===== config.mk =====
export PLATFORM = sky130hd
export DESIGN_NAME = alu_seq
export DESIGN_NICKNAME = d
export VERILOG_FILES = /design/src/rtl/alu_pkg.sv /design/src/rtl/alu_core.sv /design/src/rtl/alu_seq.sv
export SDC_FILE = /design/constraint.sdc
export NUM_CORES = 1
export LEC_CHECK = 0
export ABC_CLOCK_PERIOD_IN_PS = 3000
export CAP_MARGIN = 40
export CORE_MARGIN = 2
export CORE_UTILIZATION = 33
export DETAILED_ROUTE_END_ITERATION = 7
export PLACE_DENSITY = 0.57
export SKIP_LAST_GASP = 1
export SYNTH_ARGS = -nofsm -noshare
export SYNTH_HDL_FRONTEND = slang
export SYNTH_SLANG_ARGS = --single-unit

===== constraint.sdc =====
create_clock -name clk -period 3 [get_ports clk]
set_input_delay 0.6 -clock clk [delete_from_list [all_inputs] [get_ports clk]]
set_output_delay 0.6 -clock clk [all_outputs]
set_load 0.005 [all_outputs]

===== src/rtl/alu_pkg.sv =====
// Shared definitions for the sequential ALU: mode encodings and FSM states.
package alu_pkg;

  localparam logic [3:0] MODE_ADD = 4'd0;
  localparam logic [3:0] MODE_SUB = 4'd1;
  localparam logic [3:0] MODE_AND = 4'd2;
  localparam logic [3:0] MODE_OR  = 4'd3;
  localparam logic [3:0] MODE_XOR = 4'd4;
  localparam logic [3:0] MODE_NOT = 4'd5;
  localparam logic [3:0] MODE_SHL = 4'd6;
  localparam logic [3:0] MODE_SHR = 4'd7;

  typedef enum logic [1:0] {
    IDLE,
    CALC,
    SHIFT,
    HOLD
  } state_t;

  function automatic logic is_shift(input logic [3:0] m);
    return (m == MODE_SHL) || (m == MODE_SHR);
  endfunction

endpackage


===== src/rtl/alu_core.sv =====
// Combinational arithmetic/logic unit for the single-cycle modes (add..not).
module alu_core #(
  parameter int WIDTH = 8
) (
  input  logic [3:0]       mode,
  input  logic [WIDTH-1:0] a,
  input  logic [WIDTH-1:0] b,
  input  logic             cin,
  output logic [WIDTH-1:0] x,
  output logic             cout,
  output logic             ovf
);
  import alu_pkg::*;

  logic [WIDTH:0] add_sum;
  logic [WIDTH:0] sub_sum;

  // Subtraction as a + ~b + 1 so the carry out reads as "no borrow".
  assign add_sum = {1'b0, a} + {1'b0, b}  + {{WIDTH{1'b0}}, cin};
  assign sub_sum = {1'b0, a} + {1'b0, ~b} + {{WIDTH{1'b0}}, 1'b1};

  always_comb begin
    x    = '0;
    cout = 1'b0;
    ovf  = 1'b0;
    case (mode)
      MODE_ADD: begin
        x    = add_sum[WIDTH-1:0];
        cout = add_sum[WIDTH];
        ovf  = (a[WIDTH-1] == b[WIDTH-1]) && (add_sum[WIDTH-1] != a[WIDTH-1]);
      end
      MODE_SUB: begin
        x    = sub_sum[WIDTH-1:0];
        cout = sub_sum[WIDTH];
        ovf  = (a[WIDTH-1] != b[WIDTH-1]) && (sub_sum[WIDTH-1] != a[WIDTH-1]);
      end
      MODE_AND: x = a & b;
      MODE_OR:  x = a | b;
      MODE_XOR: x = a ^ b;
      MODE_NOT: x = ~a;
      default:  x = '0;
    endcase
  end

endmodule


===== src/rtl/alu_seq.sv =====
// Handshaked ALU: one-cycle arithmetic/logic modes plus a bit-serial shifter,
// result held until the consumer takes it.
module alu_seq #(
  parameter int WIDTH = 8,
  parameter int SHW   = $clog2(WIDTH) + 1
) (
  input  logic             clk,
  input  logic             rst,
  input  logic             in_valid,
  output logic             in_ready,
  input  logic [3:0]       mode,
  input  logic [WIDTH-1:0] a,
  input  logic [WIDTH-1:0] b,
  input  logic             cin,
  output logic             out_valid,
  input  logic             out_ready,
  output logic [WIDTH-1:0] x,
  output logic             cout,
  output logic             zero,
  output logic             neg,
  output logic             ovf,
  output logic             err
);
  import alu_pkg::*;

  state_t state_reg, state_next;

  logic [WIDTH-1:0] a_reg, b_reg, sh_reg, x_reg;
  logic [3:0]       mode_reg;
  logic             cin_reg;
  logic [SHW-1:0]   cnt_reg;
  logic             cout_reg, zero_reg, neg_reg, ovf_reg, err_reg;

  logic [WIDTH-1:0] core_x;
  logic             core_cout, core_ovf;

  logic             accept;
  logic [SHW-1:0]   n_amt;
  logic             sh_done;
  logic [WIDTH-1:0] sh_shifted;
  logic             sh_bit;
  logic             load;
  logic [WIDTH-1:0] res_x;
  logic             res_cout, res_ovf, res_err;

  alu_core #(.WIDTH(WIDTH)) u_core (
    .mode (mode_reg),
    .a    (a_reg),
    .b    (b_reg),
    .cin  (cin_reg),
    .x    (core_x),
    .cout (core_cout),
    .ovf  (core_ovf)
  );

  assign accept  = (state_reg == IDLE) && in_valid;
  assign n_amt   = (b[SHW-1:0] > SHW'(WIDTH)) ? SHW'(WIDTH) : b[SHW-1:0];
  assign sh_done = (cnt_reg <= SHW'(1));

  assign sh_shifted = (mode_reg == MODE_SHL) ? {sh_reg[WIDTH-2:0], 1'b0}
                                             : {1'b0, sh_reg[WIDTH-1:1]};
  assign sh_bit     = (mode_reg == MODE_SHL) ? sh_reg[WIDTH-1] : sh_reg[0];

  always_ff @(posedge clk or posedge rst) begin
    if (rst) state_reg <= IDLE;
    else     state_reg <= state_next;
  end

  always_comb begin
    state_next = state_reg;
    in_ready   = 1'b0;
    out_valid  = 1'b0;
    load       = 1'b0;
    res_x      = '0;
    res_cout   = 1'b0;
    res_ovf    = 1'b0;
    res_err    = 1'b0;
    case (state_reg)
      IDLE: begin
        in_ready = 1'b1;
        if (in_valid) state_next = is_shift(mode) ? SHIFT : CALC;
      end
      CALC: begin
        load       = 1'b1;
        res_err    = mode_reg[3];
        res_x      = mode_reg[3] ? '0   : core_x;
        res_cout   = mode_reg[3] ? 1'b0 : core_cout;
        res_ovf    = mode_reg[3] ? 1'b0 : core_ovf;
        state_next = HOLD;
      end
      SHIFT: begin
        // A zero count finishes immediately with the operand unchanged.
        res_x    = (cnt_reg == '0) ? sh_reg : sh_shifted;
        res_cout = (cnt_reg == '0) ? 1'b0   : sh_bit;
        if (sh_done) begin
          load       = 1'b1;
          state_next = HOLD;
        end
      end
      HOLD: begin
        out_valid = 1'b1;
        if (out_ready) state_next = IDLE;
      end
      default: state_next = IDLE;
    endcase
  end

  always_ff @(posedge clk or posedge rst) begin
    if (rst) begin
      a_reg    <= '0;
      b_reg    <= '0;
      sh_reg   <= '0;
      mode_reg <= '0;
      cin_reg  <= 1'b0;
      cnt_reg  <= '0;
      x_reg    <= '0;
      cout_reg <= 1'b0;
      zero_reg <= 1'b0;
      neg_reg  <= 1'b0;
      ovf_reg  <= 1'b0;
      err_reg  <= 1'b0;
    end else begin
      if (accept) begin
        a_reg    <= a;
        b_reg    <= b;
        sh_reg   <= a;
        mode_reg <= mode;
        cin_reg  <= cin;
        cnt_reg  <= n_amt;
      end
      if (state_reg == SHIFT && cnt_reg != '0) begin
        sh_reg  <= sh_shifted;
        cnt_reg <= cnt_reg - 1'b1;
      end
      if (load) begin
        x_reg    <= res_x;
        cout_reg <= res_cout;
        ovf_reg  <= res_ovf;
        err_reg  <= res_err;
        zero_reg <= (res_x == '0);
        neg_reg  <= res_x[WIDTH-1];
      end
    end
  end

  assign x    = x_reg;
  assign cout = cout_reg;
  assign zero = zero_reg;
  assign neg  = neg_reg;
  assign ovf  = ovf_reg;
  assign err  = err_reg;

endmodule


==> Yosys cells after proc, flatten, opt, wreduce, memory -nomap -nowiden <==
Cells that the tools add are included.
{ "totals": {"in_bits": 25, "output_inout_bits": 15, "regBits": 48} }
{ "op_classes": {"eq_ne": 18, "magnitude_cmp": 2, "n_reduce_logical": 12, "add_sub_neg": 5, "bitwise_logic": 5, "n_mux": 28} }
{ "op_table": {"columns": ["operator", "n"], "rows": [
  ["8-bit one-hot mux with 6 select lines", 1],
  ["8-bit two-way mux", 5],
  ["4-bit by 3-bit == test with 1-bit output, second input constant", 5],
  ["8-bit by 8-bit adder with 9-bit output", 2],
  ["8-bit inverter", 2],
  ["8-bit one-hot mux with 2 select lines", 1],
  ["4-bit two-way mux", 3],
  ["9-bit by 1-bit adder with 9-bit output", 1],
  ["9-bit by 1-bit adder with 9-bit output, second input constant", 1],
  ["1-bit two-way mux", 9],
  ["8-bit AND", 1],
  ["4-bit by 2-bit == test with 1-bit output, second input constant", 2],
  ["4-bit logical NOT", 2],
  ["8-bit logical NOT", 1],
  ["2-bit two-way mux", 4],
  ["8-bit bitwise OR", 1],
  ["1-bit one-hot mux with 2 select lines", 4],
  ["2-bit one-hot mux with 4 select lines", 1],
  ["8-bit bitwise XOR", 1],
  ["2-bit inequality test, second input constant", 3],
  ["2-bit == test, second input constant", 2],
  ["4-bit by 1-bit == test with 1-bit output, second input constant", 1],
  ["4-bit greater-than comparator, second input constant", 1],
  ["4-bit by 1-bit less-or-equal comparator with 1-bit output, second input constant", 1],
  ["10 further kinds", 15]
]} }

==> Depth between registers and ports, before layout <==
{ "depth": {"depth_word": 8, "depth_mapped": 11} }

==> Cells and area by module <==
From an unflattened synthesis, not the netlist that was laid out.
{ "hier_totals": {"hier_cells": 386, "hier_area_um2": 3565.9} }
{ "modules_own_cells": {"columns": ["mod", "cells_each", "seq_area_each_um2", "area_per_inst_um2", "n_inst"], "rows": [
  ["alu_seq", 209, 1176.1, 2322.2, 1],
  ["alu_core", 177, 0.0, 1243.7, 1]
]} }

==> Least setup slack after synthesis <==
No wires, ideal clock.
{ "synth_timing": {"path_kind": "register to register", "from": "register a_reg[0]", "to": "register zero_reg, in the netlist zero", "t_arrival_ns": 2.494, "setup_ns": 0.067, "synth_period_minus_slack_ns": 2.560, "stages_incl_launch_ff": 11, "setup_slack_ns": 0.440, "path_buffers": 0, "path_cell_list": "dfrtp_1 inv_1 fa_1 inv_1 fa_1 o2bb2ai_1 a32o_1 nor3_1 and4_4 nor4bb_1 a41o_1"} }
{ "synth_between": {"elab_chain_cells": 6, "word_cells_on_any_way": 12, "cone_classes": "add/sub: 4; mux: 3; bitwise: 4; reduce/logical: 1"} }
{ "synth_rtl": {"columns": ["item", "line_no", "rtl"], "rows": [
  ["start, declared", "alu_seq.sv:28", "logic [WIDTH-1:0] a_reg, b_reg, sh_reg, x_reg;"],
  ["start signal, assigned", "alu_seq.sv:110", "a_reg <= '0;"],
  ["start signal, assigned", "alu_seq.sv:124", "a_reg <= a;"],
  ["8-bit by 8-bit adder with 9-bit output (on tied branches)", "alu_core.sv:20, alu_core.sv:19", null],
  ["9-bit by 1-bit adder with 9-bit output (on tied branches)", "alu_core.sv:20, alu_core.sv:19", null],
  ["8-bit one-hot mux with 6 select lines *", "alu_core.sv:26", "case (mode)"],
  ["8-bit two-way mux *", "alu_seq.sv:86", "res_x = mode_reg[3] ? '0 : core_x;"],
  ["8-bit one-hot mux with 2 select lines *", "alu_seq.sv:78", "case (state_reg)"],
  ["8-bit logical NOT *", "alu_seq.sv:140", "zero_reg <= (res_x == '0);"],
  ["end signal, assigned", "alu_seq.sv:140", null],
  ["end, declared", "alu_seq.sv:32", "logic cout_reg, zero_reg, neg_reg, ovf_reg, err_reg;"]
]} }
Every way passes the cells marked *; elsewhere a longest branch is shown, timed or not.
A chain may end at the register's enable or synchronous reset.

==> Worst setup path in the final report <==
Ends and elaborated chain as after synthesis.

==> results.sh <==
export IMPL_dpl_hpwl_um=7710
export IMPL_synth_edff_count=0
export IMPL_met1_usage=0.236
export IMPL_clockBufferDepth=2
export IMPL_finalWorstSetupSlack_ps=142
export IMPL_postCtsResizedCells=0
export IMPL_hold_slack_ps=492
export IMPL_cap_viol_max_count=0
export IMPL_dp_cells=573
export IMPL_antenna_left=0
export IMPL_drive_above_1_share=0.136
export IMPL_fillCellCount=1102
export IMPL_rows=38
export IMPL_tightestPinTransition_ps=555
export IMPL_netlist_area_um2=3710
export IMPL_required_ps=3260
export IMPL_num_vias=3171
export IMPL_cp_slowest_cell="fa_1"
export IMPL_cts_made_buffers=5
export IMPL_post_cts_buffers=0
export IMPL_routed_wl_um=10100
export IMPL_grt_overflow_total=0
export IMPL_slew_violations=0
export IMPL_drtIter0Drc=170
export IMPL_period_share=0.953
export IMPL_cts_sinks=47
export IMPL_nNetsFinal=502
export IMPL_syn_avg_cell_area_um2=9.28
export IMPL_ys_warnings_count=0
export IMPL_fp_dieW_um=110
export IMPL_antenna_found_initial=0
export IMPL_post_drt_wl_per_cell_um=17.4
export IMPL_place_gp_congestion=0.886
export IMPL_power_density_nw_per_um2=1150
export IMPL_hp_class="flip-flop to flip-flop"
export IMPL_outcome="finished, final reports clean"
export IMPL_grt_max_degree=36
export IMPL_ir_drop_uv=463
export IMPL_ys_seq_area_frac=0.317
export IMPL_fin_util=0.405
export IMPL_crit_fanout=4
export IMPL_cts_tree="built"
export IMPL_syn2layout_area_growth_pct=18.9
export IMPL_cpPeakStageDelay_ps=460
export IMPL_io_buffers=39
export IMPL_grt_busiest_layer="met2"
export IMPL_synth_nets=462
export IMPL_ioPinCount=40
export IMPL_start_util=0.341
export IMPL_insertion_delay_ps=310
export IMPL_maxSlewHeadroom=0.625
export IMPL_crit_type="flip-flop to flip-flop"
export IMPL_synth_cell_types=74
export IMPL_crit_arrival_ps=3120
export IMPL_place_worst_setup_slack_ps=128
export IMPL_period_minus_slack_ps=2860
export IMPL_final_cells=581
export IMPL_htreeDepth=2
export IMPL_synthCells=400
export IMPL_setup_violations=0
export IMPL_core_area_um2=10900
export IMPL_firstDrtPassIters=4
export IMPL_cts_root_buf="clkbuf_8"
export IMPL_gr_usage_met2=0.279
export IMPL_async_reset_ff_frac=1.00
export IMPL_finalHoldViolations=0
export IMPL_cts_hold_buffers_added=0
export IMPL_critPathLaunchType="flip-flop"
export IMPL_max_freq_ghz=0.350
export IMPL_grt_pass1_wl_um=16400
export IMPL_end_kind="flip-flop"
export IMPL_die_h_um=110
export IMPL_drc=0
export IMPL_report_power_total_mw=5.07
export IMPL_p_leak_nw=1.94
export IMPL_grtUsageTotal=0.177
export IMPL_grt_met3_usage=0.0270
export IMPL_vias_per_cell=5.46
export IMPL_synth_flop_cell="dfrtp_1"
export IMPL_finClkSkew_ps=14.3
export IMPL_die_area_um2=12100
export IMPL_synth_seq_cells=47
export IMPL_crit_chain="inv_1 -> fa_1 -> inv_1 -> fa_1 -> o2bb2ai_1 -> a32o_1 -> nor3_1 -> and4_4 -> nor4bb_2 -> a41o_1"
export IMPL_grt_pass1_vias=3327
export IMPL_antenna_cells=0
export IMPL_path_clk_slew_ps=100
==> worst max-delay path: cells and delay by family, from the launching register on <==
| kind | cells | cell delay, ps |
|---|---|---|
| DFF | 1 | 400 |
| adders and majority gates | 2 | 870 |
| buffers and inverters | 2 | 200 |
| AOI/OAI and AO/OA | 3 | 600 |
| and+or+nand+nor | 3 | 760 |
==> layout by cell type (no fill, tap or decap), types with 3 or more instances in the layout <==
cell             synthesis  layout
nor2b_1                 10      10
nor3b_1                  6       6
o21bai_1                 5       5
dfrtp_1                 47      47
a221o_1                  3       3
o21ai_1                  5       6
fa_1                     3       3
a211oi_1                 8       8
o22ai_1                  5       5
buf_4                    3      15
mux2i_1                 15      15
nor3_1                   5       5
mux2_2                  20      20
a32o_1                   3       3
ha_1                    34      34
nor2_1                  24      24
a21oi_1                 20      20
a31oi_1                  5       5
nand2b_1                 6       6
and3_1                   4       4
clkdlybuf4s50_1          0      39
nand3b_1                 3       3
a221oi_1                 6       6
inv_1                   31      30
a21o_1                   3       3
nand2_1                 24      24
nand3_1                  9       9
clkbuf_8                 0       6
o21ai_0                 25      24
==> power by group <==
group	switching (mW)	total (mW)	internal, mW
Sequential	0.353	1.29	0.937
Combinational	1.83	3.35	1.52
Clock	0.243	0.432	0.189
==> synthesized netlist by cell type, types with 4 or more instances <==
library cell / count / share of area
dfrtp_1: 47 / 0.32
ha_1: 34 / 0.11
inv_1: 31 / 0.031
o21ai_0: 25 / 0.034
nand2_1: 24 / 0.024
nor2_1: 24 / 0.024
a21oi_1: 20 / 0.027
mux2_2: 20 / 0.061
mux2i_1: 15 / 0.040
clkbuf_1: 10 / 0.010
nor2b_1: 10 / 0.017
nand3_1: 9 / 0.012
a211oi_1: 8 / 0.016
a221oi_1: 6 / 0.014
buf_2: 6 / 0.0081
nand2b_1: 6 / 0.010
nor3b_1: 6 / 0.012
a31oi_1: 5 / 0.0084
nor3_1: 5 / 0.0067
o21ai_1: 5 / 0.0067
o21bai_1: 5 / 0.010
o22ai_1: 5 / 0.0084
and3_1: 4 / 0.0067
==> layer usage <==
metal  part of all wire  wire length (um)
met3              0.036               359
met4              0.031               314
met5                  0                 0
met1               0.48              4840
met2               0.45              4580
==> area by class of cell <==
class	count	area, um^2	area share
clock inverter	2	16.3	0.00369
sequential	47	1180	0.267
inverter	31	116	0.0264
clock buffer	6	82.6	0.0187
multi-input combinational	300	2320	0.527
timing repair buffer	55	523	0.119
tap	140	175	0.0397
==> through the flow <==
step / setup TNS, ps / area (um^2)
final: 0 / 4410
after global routing: -40.3 / 4410
after CTS: 0 / 4400
after detailed placement: 0 / 4300
after global placement: 0 / 4300
after floorplan: 0 / 3710
==> kinds of logic after synthesis <==
logic type	after synthesis	share of synthesized area
buffers and inverters	53	0.0610
XOR/XNOR	2	0.00472
multiplexers	35	0.101
adder cells (fa/ha/maj)	37	0.131
AND/OR/NAND/NOR	109	0.164
AO/OA/AOI/OAI	117	0.222
flip-flops	47	0.317
==> path summary, 6_finish.rpt <==
check,from,end,slack (ps),cells past startpoint
worst max register to register,a_reg[0]$_DFFE_PP0P_,zero$_DFFE_PP0P_,140,10
worst max-delay path,a_reg[0]$_DFFE_PP0P_,zero$_DFFE_PP0P_,140,10
worst min register to register,x[5]$_DFFE_PP0P_,x[5]$_DFFE_PP0P_,490,2
min in group asynchronous,rst,cnt_reg[2]$_DFFE_PP0P_,640,2
worst min-delay path,x[5]$_DFFE_PP0P_,x[5]$_DFFE_PP0P_,490,2
max in group asynchronous,rst,mode_reg[1]$_DFFE_PP0P_,1840,3
Power figures use the tool's default switching activity.
